**config.mk**
```make
export PLATFORM = sky130hd
export DESIGN_NAME = fifo_memory_core
export DESIGN_NICKNAME = d
export VERILOG_FILES = /design/src/rtl/fifo_memory_core.sv
export SDC_FILE = /design/constraint.sdc
export NUM_CORES = 1
export LEC_CHECK = 0
export CAP_MARGIN = 20
export CORE_UTILIZATION = 45
export CTS_BUF_LIST = sky130_fd_sc_hd__clkbuf_8
export DETAILED_ROUTE_END_ITERATION = 12
export GPL_TIMING_DRIVEN = 0
export HOLD_SLACK_MARGIN = 0.02
export PLACE_DENSITY = 0.61
export SKIP_LAST_GASP = 1
export SYNTH_ARGS = -nofsm -noshare
export SYNTH_HDL_FRONTEND = slang
export SYNTH_SLANG_ARGS = --single-unit
```
**constraint.sdc**
```tcl
create_clock -name clk_i -period 2.69 [get_ports clk_i]
set_input_delay 0.538 -clock clk_i [delete_from_list [all_inputs] [get_ports clk_i]]
set_output_delay 0.538 -clock clk_i [all_outputs]
set_load 0.03 [all_outputs]
```
**src/rtl/fifo_memory_core.sv**
```systemverilog
// fifo_memory_core: single-clock synchronous FIFO with registered read data.
//
// Buffers bursts between a byte producer and a byte consumer in one clock domain.
// Depth is 2**ADDR_WIDTH. Illegal accesses are dropped and never corrupt stored data.
//
// Ports:
//   clk_i            clock; all state changes on the rising edge
//   rst_i            synchronous, active-high reset
//   wr_i             write request; data_in_i stored if the write is accepted
//   rd_i             read request; oldest word popped into data_out_o if not empty
//   data_in_i        write data
//   data_out_o       registered read data; holds between reads
//   fifo_full_o      occupancy == depth
//   fifo_empty_o     occupancy == 0
//   fifo_threshold_o occupancy < THRESHOLD
//   fifo_overflow_o  registered flag: a write was dropped
//   fifo_underflow_o registered flag: a read was refused
//
// Configuration macro:
//   FIFO_STICKY_FLAGS_EN  when defined, overflow/underflow latch until reset.
//                         Undefined (default): each flag lasts one cycle per offending edge.

module fifo_memory_core #(
  parameter int unsigned DATA_WIDTH = 8,
  parameter int unsigned ADDR_WIDTH = 4,
  parameter int unsigned THRESHOLD  = 4
) (
  input  logic                  clk_i,
  input  logic                  rst_i,
  input  logic                  wr_i,
  input  logic                  rd_i,
  input  logic [DATA_WIDTH-1:0] data_in_i,
  output logic [DATA_WIDTH-1:0] data_out_o,
  output logic                  fifo_full_o,
  output logic                  fifo_empty_o,
  output logic                  fifo_threshold_o,
  output logic                  fifo_overflow_o,
  output logic                  fifo_underflow_o
);

  localparam int unsigned Depth = 1 << ADDR_WIDTH;
  localparam logic [ADDR_WIDTH:0] DepthCnt  = Depth[ADDR_WIDTH:0];
  localparam logic [ADDR_WIDTH:0] ThreshCnt = THRESHOLD[ADDR_WIDTH:0];

  logic [DATA_WIDTH-1:0] mem_q [Depth];

  logic [ADDR_WIDTH-1:0] wr_ptr_q, wr_ptr_d;
  logic [ADDR_WIDTH-1:0] rd_ptr_q, rd_ptr_d;
  logic [ADDR_WIDTH:0]   count_q, count_d;
  logic [DATA_WIDTH-1:0] data_out_q, data_out_d;
  logic                  overflow_q, overflow_d;
  logic                  underflow_q, underflow_d;

  logic full, empty;
  logic wr_accept, rd_accept;
  logic wr_illegal, rd_illegal;

  assign full  = (count_q == DepthCnt);
  assign empty = (count_q == '0);

  // When full, a simultaneous read frees a slot, so the write goes through too.
  assign rd_accept  = rd_i & ~empty;
  assign wr_accept  = wr_i & (~full | rd_i);
  assign wr_illegal = wr_i & full & ~rd_i;
  assign rd_illegal = rd_i & empty;

  always_comb begin
    wr_ptr_d   = wr_ptr_q;
    rd_ptr_d   = rd_ptr_q;
    count_d    = count_q;
    data_out_d = data_out_q;

    if (wr_accept) begin
      wr_ptr_d = wr_ptr_q + ADDR_WIDTH'(1);
    end
    if (rd_accept) begin
      rd_ptr_d   = rd_ptr_q + ADDR_WIDTH'(1);
      data_out_d = mem_q[rd_ptr_q];
    end

    unique case ({wr_accept, rd_accept})
      2'b10:   count_d = count_q + (ADDR_WIDTH+1)'(1);
      2'b01:   count_d = count_q - (ADDR_WIDTH+1)'(1);
      default: count_d = count_q;
    endcase

`ifdef FIFO_STICKY_FLAGS_EN
    overflow_d  = overflow_q  | wr_illegal;
    underflow_d = underflow_q | rd_illegal;
`else
    overflow_d  = wr_illegal;
    underflow_d = rd_illegal;
`endif
  end

  always_ff @(posedge clk_i) begin
    if (rst_i) begin
      wr_ptr_q    <= '0;
      rd_ptr_q    <= '0;
      count_q     <= '0;
      data_out_q  <= '0;
      overflow_q  <= 1'b0;
      underflow_q <= 1'b0;
    end else begin
      wr_ptr_q    <= wr_ptr_d;
      rd_ptr_q    <= rd_ptr_d;
      count_q     <= count_d;
      data_out_q  <= data_out_d;
      overflow_q  <= overflow_d;
      underflow_q <= underflow_d;
    end
  end

  // Storage is not reset; writes are suppressed while reset is asserted.
  always_ff @(posedge clk_i) begin
    if (!rst_i && wr_accept) begin
      mem_q[wr_ptr_q] <= data_in_i;
    end
  end

  assign data_out_o       = data_out_q;
  assign fifo_full_o      = full;
  assign fifo_empty_o     = empty;
  assign fifo_threshold_o = (count_q < ThreshCnt);
  assign fifo_overflow_o  = overflow_q;
  assign fifo_underflow_o = underflow_q;

endmodule

```
# After elaboration in Yosys (flattened, before gate mapping)
# Memories as Yosys holds them, arrays and structs flattened. A register that Yosys moved wholly into a read port is not among the register bits.
# Index checks and enable logic that the tools add are counted.
word_totals:
  mem_count: 1
  ram_bits: 128
  in_bits: 12
  output_inout_bits: 13
  reg_bits: 15
mem_list:
  columns: ["name", "words", "word_bits", "read_ports", "rd_ports_with_merged_regs", "wr", "line", "rtl"]
  rows:
  - ["mem_q", 16, 8, 1, 1, 1, "45", "logic [DATA_WIDTH-1:0] mem_q [Depth];"]
op_classes:
  n_bitwise: 9
  add_sub_neg: 4
  reduce_logical: 4
  eq_ne: 3
  mux: 3
  n_lt_le_gt_ge: 1
ops:
  columns: ["op", "n"]
  rows:
  - ["one-hot mux 5 bit (2 select lines)", 1]
  - ["adder 4 x 1 -> 4 bit (second input constant)", 2]
  - ["adder 5 x 1 -> 5 bit (second input constant)", 1]
  - ["AND 1 bit", 5]
  - ["equality test 5 bit (second input constant)", 1]
  - ["zero test 5 bit", 1]
  - ["< comparator 5 x 3 -> 1 bit (second input constant)", 1]
  - ["subtractor 5 x 1 -> 5 bit (second input constant)", 1]
  - ["NOT 1 bit", 3]
  - ["equality test 2 x 1 -> 1 bit (second input constant)", 1]
  - ["equality test 2 bit (second input constant)", 1]
  - ["two-way mux 1 bit", 2]
  - ["nonzero test 2 bit", 1]
  - ["logical AND 1 bit", 1]
  - ["zero test 1 bit", 1]
  - ["bitwise OR 1 bit", 1]

# Logic depth before layout (Yosys ltp)
# Gate-level depths: netlist (run 1).
depth:
  ltp_word: 7
  mapped_depth: 10
  ltp_nobuf: 9

# Worst setup path after synthesis (run 1)
# No wires, ideal clock.
synth_path:
  kind: "reg2reg"
  startpoint: "reg count_q[0]"
  endpoint: "reg count_q[4]"
  period_less_slack_ns: 2.970
  path_stages_with_launch: 11
  path_slack_ns: -0.280
  required_time_ns: 2.569
  setup_time_ns: 0.121
  arrival_time_ns: 2.849
  path_buffers: 1
  cell_sequence: "dfxtp_1 > or4_4 > o21ai_4 > inv_2 > buf_2 > ha_1 > fa_1 > a21o_1 > a21oi_1 > mux2i_1 > mux2_2"
synth_via:
  elab_cells_between_ends: 13
  classes_between: "2 x add/sub; 3 x eq/ne; 1 x mux; 5 x bitwise; 2 x reduce/logical"
synth_lines:
  columns: ["item", "line", "rtl"]
  rows:
  - ["start: declaration", "49", "logic [ADDR_WIDTH:0] count_q, count_d;"]
  - ["start signal: assignment", "107", "count_q <= count_d;"]
  - ["zero test 5 bit *", "59", "assign empty = (count_q == '0);"]
  - ["NOT 1 bit *", "62", "assign rd_accept = rd_i & ~empty;"]
  - ["AND 1 bit *", "62", null]
  - ["via rd_accept", "55", "logic wr_accept, rd_accept;"]
  - ["equality test 2 x 1 -> 1 bit or equality test 2 bit (tied branches)", "81", "unique case ({wr_accept, rd_accept})"]
  - ["one-hot mux 5 bit (2 select lines) or nonzero test 2 bit (tied branches)", null, null]
# The timed path passes the listed nets; every way through them passes the cells marked *.
# A chain may end at the register's enable or synchronous reset.

# Worst setup path in the final report (run 1)
layout_path:
  startpoint: "reg count_q[1]"
  endpoint: "reg count_q[4]"
layout_via:
  elab_chain_len: 6
  elab_cells_between_ends: 13
  classes_between: "2 x add/sub; 3 x eq/ne; 1 x mux; 5 x bitwise; 2 x reduce/logical"
layout_lines:
  columns: ["item", "line", "rtl"]
  rows:
  - ["equality test 5 bit", "58", "assign full = (count_q == DepthCnt);"]
  - ["NOT 1 bit", "63", "assign wr_accept = wr_i & (~full | rd_i);"]
  - ["bitwise OR 1 bit", "63", null]
  - ["AND 1 bit", "63", null]
  - ["equality test 2 x 1 -> 1 bit or equality test 2 bit (tied branches)", "81", null]
  - ["one-hot mux 5 bit (2 select lines) or nonzero test 2 bit (tied branches)", null, null]
# Parallel ways exist; a longest one is shown, timed or not.

==> results of run 1 <==
cells in the mapped netlist (all sizes together), types with 2 or more instances:
cell / n / share of area (%)
o21ai: 2 / 0.54
xnor2: 3 / 0.44
o211ai: 4 / 0.50
nor4: 8 / 0.83
nand2b: 4 / 0.41
nor3: 14 / 1.2
nand2: 7 / 0.44
ha: 9 / 1.9
and3: 2 / 0.21
dfxtp: 23 / 7.6
mux4: 16 / 6.0
clkbuf: 7 / 0.44
a21oi: 4 / 0.33
mux2i: 35 / 5.8
nand3b: 2 / 0.25
edfxtp: 128 / 64
buf: 14 / 1.4
xor2: 6 / 0.87
a21o: 2 / 0.25
o22ai: 16 / 1.7
inv: 4 / 0.25
nor2: 36 / 2.2
a22o: 8 / 1.2
nor2b: 3 / 0.31
path summary, 6_finish.rpt:
| path | startpoint | cells after the start | slack [ns] | end |
|---|---|---|---|---|
| worst max-delay path | count_q[1] | 9 | -0.06 | count_q[4] |
| worst min-delay path | rst_i | 2 | 0.45 | fifo_underflow_o |
| worst max register to register | count_q[1] | 9 | -0.06 | count_q[4] |
| worst min register to register | data_out_o[4] | 2 | 0.50 | data_out_o[4] |
power groups by stage:
stage | sequential [mW] | combinational (mW) | clock [mW]
3_3_place_gp | 2.82 | 1.52 | 0
6_report | 2.77 | 1.60 | 1.66
3_5_place_dp | 2.82 | 1.54 | 0
2_1_floorplan | 2.92 | 0.960 | 0
5_1_grt | 2.78 | 1.73 | 1.80
4_1_cts | 2.77 | 1.54 | 1.71
placed cells by master (no fill, tap or decap), drive strengths merged, types with 2 or more instances in the layout:
master           n
mux4            16
edfxtp         128
nand3b           2
a22o             8
a21o             2
o22ai           16
clkinv           9
xnor2            3
a21oi            4
nand2            7
nand2b           4
and3             2
nor4             8
o21ai            2
bufinv           3
clkdlybuf4s50   21
xor2             6
o211ai           4
nor2            36
inv              6
nor2b            3
clkbuf          24
nor3            14
ha               9
buf             25
dfxtp           23
mux2i           35
critical path, cell delays in order (launching register included):
cell,delay (ns)
sky130_fd_sc_hd__dfxtp_4,0.35
sky130_fd_sc_hd__or4_4,0.56
sky130_fd_sc_hd__o21ai_4,0.21
sky130_fd_sc_hd__clkinv_4,0.09
sky130_fd_sc_hd__ha_4,0.18
sky130_fd_sc_hd__fa_2,0.36
sky130_fd_sc_hd__a21o_1,0.19
sky130_fd_sc_hd__a21oi_2,0.13
sky130_fd_sc_hd__mux2i_1,0.22
sky130_fd_sc_hd__mux2_2,0.34
kinds of logic (layout without fill, tap and decap cells):
logic type               Yosys count  count (layout)  share of synthesized area (%)
flip-flops                       151             151                           71.3
AND/OR/NAND/NOR                   81              81                           6.51
multiplexers                      52              52                           12.0
AO/OA/AOI/OAI                     38              38                           4.72
buffers and inverters             25              91                           2.05
adder cells (fa/ha/maj)           10              10                           2.20
XOR/XNOR                           9               9                           1.31
flip-flops by register name, summed over array words and instances, names as in the netlist:
signal and flops:
rd_ptr_q 4, fifo_overflow_o 1, wr_ptr_q 4, fifo_underflow_o 1, count_q 5, mem_q 128, data_out_o 8
metal layers:
layer	track usage [%]	routed length [µm]	up-vias
li1	-	-	1523
met5	0	0	-
met1	24.0	5120	1630
met2	29.6	6050	81
met4	9.05	304	0
met3	5.52	679	18
what timing repair did:
item | 4_1_cts | 5_1_grt
pin swaps | 1 | 6
cloned | 0 | 0
endpoints found under the setup margin | 3 | 3
buffers inserted | 1 | 7
resized for setup | 2 | 5
area by class of cell:
| type | count | share of cell area [%] |
|---|---|---|
| clock buffers | 17 | 3.35 |
| multi-input cells | 190 | 23.4 |
| well taps | 172 | 3.09 |
| clock inverters | 15 | 2.08 |
| plain buffers | 20 | 1.49 |
| flip-flops and latches | 151 | 61.8 |
| repair buffers | 35 | 4.54 |
| inverters | 4 | 0.287 |
stage by stage:
| stage | std cells | worst slack (ns) | instance area (µm²) | util (%) |
|---|---|---|---|---|
| after floorplan | 366 | -0.0929 | 6070 | - |
| after global placement | 561 | -0.497 | 6510 | 50.6 |
| after detailed placement | 565 | -0.448 | 6540 | 50.8 |
| after CTS | 598 | -0.190 | 6920 | 53.8 |
| after global routing | 604 | -0.196 | 6970 | 54.2 |
| final | 604 | -0.0568 | 6970 | 54.2 |
==> run summary, run 1 <==
* **combined global-route utilization of all metal layers** 18.8%
* **power consumption** 6.03 mW
* **switching share of power** 29.4%
* **clock slew at reported path FFs** 0.08 ns
* **worst-case vdd ir drop** 0.000448 V
* **status** complete, but fails checks
* **IO Pins** 25
* **post-detail-place hpwl** 7880 µm
* **Post-Syn Nets** 388
* **actual transition at the worst max-transition pin** 0.884 ns
* **total area of sequential cells** 4310 µm²
* **final layout net count** 441
* **first-pass GRT wire length** 18400 µm
* **Root Driver** sky130_fd_sc_hd__clkbuf_8
* **number of buffers inserted during clock tree synthesis** 17
* **most common flop cell mapped by yosys** sky130_fd_sc_hd__edfxtp_1
* **data arrival time at the worst-slack endpoint** 3.08 ns
* **routed wirelength normalized by instance count** 20.1 µm
* **Seq/Total Area, Yosys** 71.3%
* **number of vias per cell after detailed routing** 5.38
* **number of fill cells** 1053
* **endpoints failing hold** 0
* **WL final** 12200 µm
* **vias in the first global route** 3219
* **net switching power** 1.77 mW
* **tightest slew margin relative to the limit** 40.9%
* **maximum frequency from static timing analysis** 0.364 GHz
* **die height** 118 µm
* **number of antenna violations at the first check in global routing** 0
* **peak fanout along the critical path** 4
* **starting density of the core** 46.9%
* **maximum count of clock buffers along a single path** 2
* **area of combinational cells with multiple inputs** 1630 µm²
* **library cells used by synthesis** 37
* **number of maximum-capacitance violations** 0
* **Setup violations, final** 1
* **flip-flop and latch count after synthesis** 151
* **Core Region** 12900 µm²
* **Required @ worst endpoint** 3.03 ns
* **Critical Path Start Type** flip-flop
* **violated checks** setup timing
* **combinational fraction of design power** 26.5%
* **shortest period the worst path allows** 2.75 ns
* **DRC viols** 0
* **fraction of layout instances using a drive strength above 1** 16.9%
* **number of DRC markers in iteration 0** 316
* **clk_skew** 0.0105 ns
* **standby leakage power** 2.26 nW
* **share of the clock period used by the worst path after layout** 102%
* **clock insertion delay at the later pin of the skew report** 0.44 ns
* **die outline area** 13900 µm²
* **FFs w/ async S/R, synth** 0%
* **relative contribution of the clock network to total power** 27.6%
* **number of routed nets with antenna violations** 0
* **Syn Inst Count** 366
* **cell-internal power** 4.26 mW
* **setup repair after global routing missed its margin** true
* **type of element capturing the critical path** flip-flop
* **number of hold buffers added after cts** 0
* **yosys warns** 0
* **antenna cell count** 0
* **total negative setup slack** -0.0568 ns
* **worst hold path class** primary input to flip-flop
* **CTS tree** yes
* **Worst Path Class, Setup** flip-flop to flip-flop
* **buffers added on ports** 23
* **final number of max-transition violations** 0
* **row cnt** 41
* **gr ovfl total** 0
* **number of detailed-routing iterations run before antenna repair** 4
* **average cell area after synthesis** 16.5 µm²
* **H-tree levels** 4
* **area added between synthesis and finish** 15.5%
* **crit path setup slack, layout** -0.0568 ns
* **share of total power in sequential cells** 45.9%
* **Die W** 118 µm
* **total via count after detailed routing** 3252
* **final weighted congestion in routability-driven placement** 0.831
* **clock sinks** 151
* **Post-Syn Area** 6040 µm²
* **largest net degree at the start of global routing** 17
* **areal power density over the cells** 864 nW/µm²
* **count of flip-flops with a built-in enable after synthesis** 128
* **Post-Route Hold Slack** 0.452 ns
No activity file was read; power rests on OpenSTA's default activity.
==> run 2, diff against run 1 <==
Settings changed: GPL_TIMING_DRIVEN 0 to not set.
==> run 2 against run 1 <==
Against the previous run:
- the run now ends clean
- die area did not move
- worst setup slack gained 0.12 ns
- wire length is 0.38% lower
- largest power group unchanged
- final cell count grew 0.66%
- combinational power increased by 3%
- sequential power is essentially flat
- total power is 0.95% higher
- clock skew down 0.0014 ns
- sequential cell count did not move
==> run summary, run 2 (synthesized netlist as in run 1, its figures left out) <==
* **worst hold path class** flip-flop to flip-flop
* **gr ovfl total** 0, unchanged
* **die height** 118 µm, unchanged
* **type of element capturing the critical path** flip-flop
* **post-detail-place hpwl** 7660 µm, -2.9%
* **Critical Path Start Type** flip-flop
* **Core Region** 12900 µm², unchanged
* **Setup WS pre-CTS** -0.0813 ns, +0.367 ns
* **Die W** 118 µm, unchanged
* **number of routed nets with antenna violations** 0, unchanged
* **Required @ worst endpoint** 3.02 ns, about the same
* **H-tree levels** 4, unchanged
* **worst r2r dst** count_q[4]
* **final layout net count** 445, +0.91%
* **IO Pins** 25, unchanged
* **CP Launch Point** count_q[1]
* **row cnt** 41, unchanged
* **setup repair after global routing missed its margin** true
* **buffers added on ports** 24, +4.3%
* **shortest period the worst path allows** 2.63 ns, -0.119 ns
* **data arrival time at the worst-slack endpoint** 2.96 ns, -0.12 ns
* **largest net degree at the start of global routing** 33, +16
* **Cell Count Post-Placement** 574, +1.6%
* **die outline area** 13900 µm², unchanged
* **WL final** 12100 µm, -0.38%
* **number of detailed-routing iterations run before antenna repair** 5, +1
* **maximum count of clock buffers along a single path** 2, unchanged
* **length in cells of the worst reg-to-reg path** 9, unchanged
* **endpoints failing hold** 0, unchanged
* **final number of max-transition violations** 0, unchanged
* **maximum frequency from static timing analysis** 0.381 GHz, +4.5%
* **number of buffers inserted during clock tree synthesis** 17, unchanged
* **peak fanout along the critical path** 6, +2
* **status** complete, no violations
* **most common library cell in the layout ignoring fill and taps** sky130_fd_sc_hd__edfxtp_1
* **clock insertion delay at the later pin of the skew report** 0.44 ns, about the same
* **number of vias per cell after detailed routing** 5.44, +0.99%
* **number of flip-flops in the largest register** 128, unchanged
* **HP Start** data_out_o[7]
* **source of the worst register-to-register timing path** count_q[1]
* **total via count after detailed routing** 3306, +1.7%
* **Setup violations, final** 0, -1
* **combined global-route utilization of all metal layers** 18.8%, -0.034 points
* **Final Core Density** 55.1%, +0.90 points
* **Root Driver** sky130_fd_sc_hd__clkbuf_8
* **Worst Path Class, Setup** flip-flop to flip-flop
* **power consumption** 6.09 mW, +0.95%
* **WHS Endpoint** data_out_o[7]
* **antenna cell count** 0, unchanged
* **vias in the first global route** 3341, +3.8%
* **DRC viols** 0, unchanged
* **share of the clock period used by the worst path after layout** 97.7%, -4.4 points
* **register containing the most flip-flops in the final layout** mem_q
* **tightest slew margin relative to the limit** 43.5%, +2.7 points
* **standby leakage power** 2.34 nW, +3.4%
* **CTS tree** yes
* **routed wirelength normalized by instance count** 19.9 µm, -1.0%
* **worst-case vdd ir drop** 0.000412 V, -7.9%
* **actual transition at the worst max-transition pin** 0.845 ns, -0.0385 ns
* **starting density of the core** 46.9%, unchanged
* **crit path setup slack, layout** 0.0626 ns, +0.119 ns
* **number of DRC markers in iteration 0** 253, -20%
* **first-pass GRT wire length** 18600 µm, +1.3%
* **areal power density over the cells** 858 nW/µm², -0.70%
* **clk_skew** 0.00917 ns, -0.00135 ns
* **final weighted congestion in routability-driven placement** 0.761, -8.4%
* **clock slew at reported path FFs** 0.08 ns, about the same
* **number of maximum-capacitance violations** 0, unchanged
* **most frequent cells in the layout** 128 x sky130_fd_sc_hd__edfxtp_1, 36 x sky130_fd_sc_hd__nor2_1, 35 x sky130_fd_sc_hd__mux2i_1
* **total negative setup slack** 0 ns, +0.0568 ns
* **WHS Path Cells** 2, unchanged
* **area added between synthesis and finish** 17.4%
* **number of non-filler instances in the completed layout** 608, +0.66%
* **clock sinks** 151, unchanged
* **fraction of layout instances using a drive strength above 1** 20.9%, +4.0 points
* **number of antenna violations at the first check in global routing** 0, unchanged
* **setup slack of the worst register-to-register path** 0.06 ns, +0.12 ns
==> run 2: cell types whose count changed in the layout (fill, tap and decap cells not counted), sizes merged <==
| cell | change |
|---|---|
| clkbuf | -3 |
| clkinv | -6 |
| clkdlybuf4s15 | -1 |
| bufinv | -1 |
| buf | +10 |
| clkinvlp | +2 |
| clkdlybuf4s50 | +1 |
| dlygate4sd2 | +1 |
| inv | +1 |
==> run 2: per-stage QoR <==
stage,area [µm²],hold WS (ns)
floorplan,6070,0.490
detailed placement,6680,0.487
global placement,6680,0.485
global route,7090,0.542
CTS,7080,0.498
finish,7090,0.498
==> run 2: worst max path at each step <==
stage                 endpoint  cells after the start
floorplan           count_q[4]                     10
global placement    count_q[4]                      9
detailed placement  count_q[4]                      9
CTS                 count_q[4]                      9
global route        count_q[4]                      9
finish              count_q[4]                      9
==> run 2: layout make-up <==
cell class | count | area [µm²]
fill | 1047 | 5790
sequential | 151 | 4310
multi-input combinational | 190 | 1630
timing repair buffer | 59 | 526
clock buffer | 21 | 289
tap | 172 | 215
clock inverter | 11 | 109
inverter | 4 | 15.0
==> run 2: critical path, stage by stage, from the launching register on <==
cell and delay (ns):
sky130_fd_sc_hd__dfxtp_2 0.32, sky130_fd_sc_hd__or4_4 0.60, sky130_fd_sc_hd__o21ai_4 0.16, sky130_fd_sc_hd__inv_2 0.07, sky130_fd_sc_hd__ha_4 0.18, sky130_fd_sc_hd__fa_2 0.36, sky130_fd_sc_hd__a21o_1 0.17, sky130_fd_sc_hd__a21oi_2 0.12
sky130_fd_sc_hd__mux2i_1 0.20, sky130_fd_sc_hd__mux2_2 0.34
==> run 2: timing repair <==
item | 4_1_cts | 5_1_grt
setup buffers | 0 | 2
gates resized for setup | 2 | 0
hold buffers | 0 | 0
cloned | 0 | 0
endpoints found under the setup margin | 2 | 1
pin swaps | 0 | 4
==> run 2: power breakdown <==
group	switching [mW]	internal [mW]
Clock	0.785	0.907
Combinational	0.913	0.737
Sequential	0.0764	2.67
Total	1.77	4.31
==> run 2: metal layers <==
layer / vias up / GRT usage (%) / wire, µm
met3: 21 / 5.33 / 818
met5: - / 0 / 0
met1: 1664 / 24.2 / 5340
li1: 1540 / - / -
met4: 0 / 8.81 / 280
met2: 81 / 29.4 / 5670
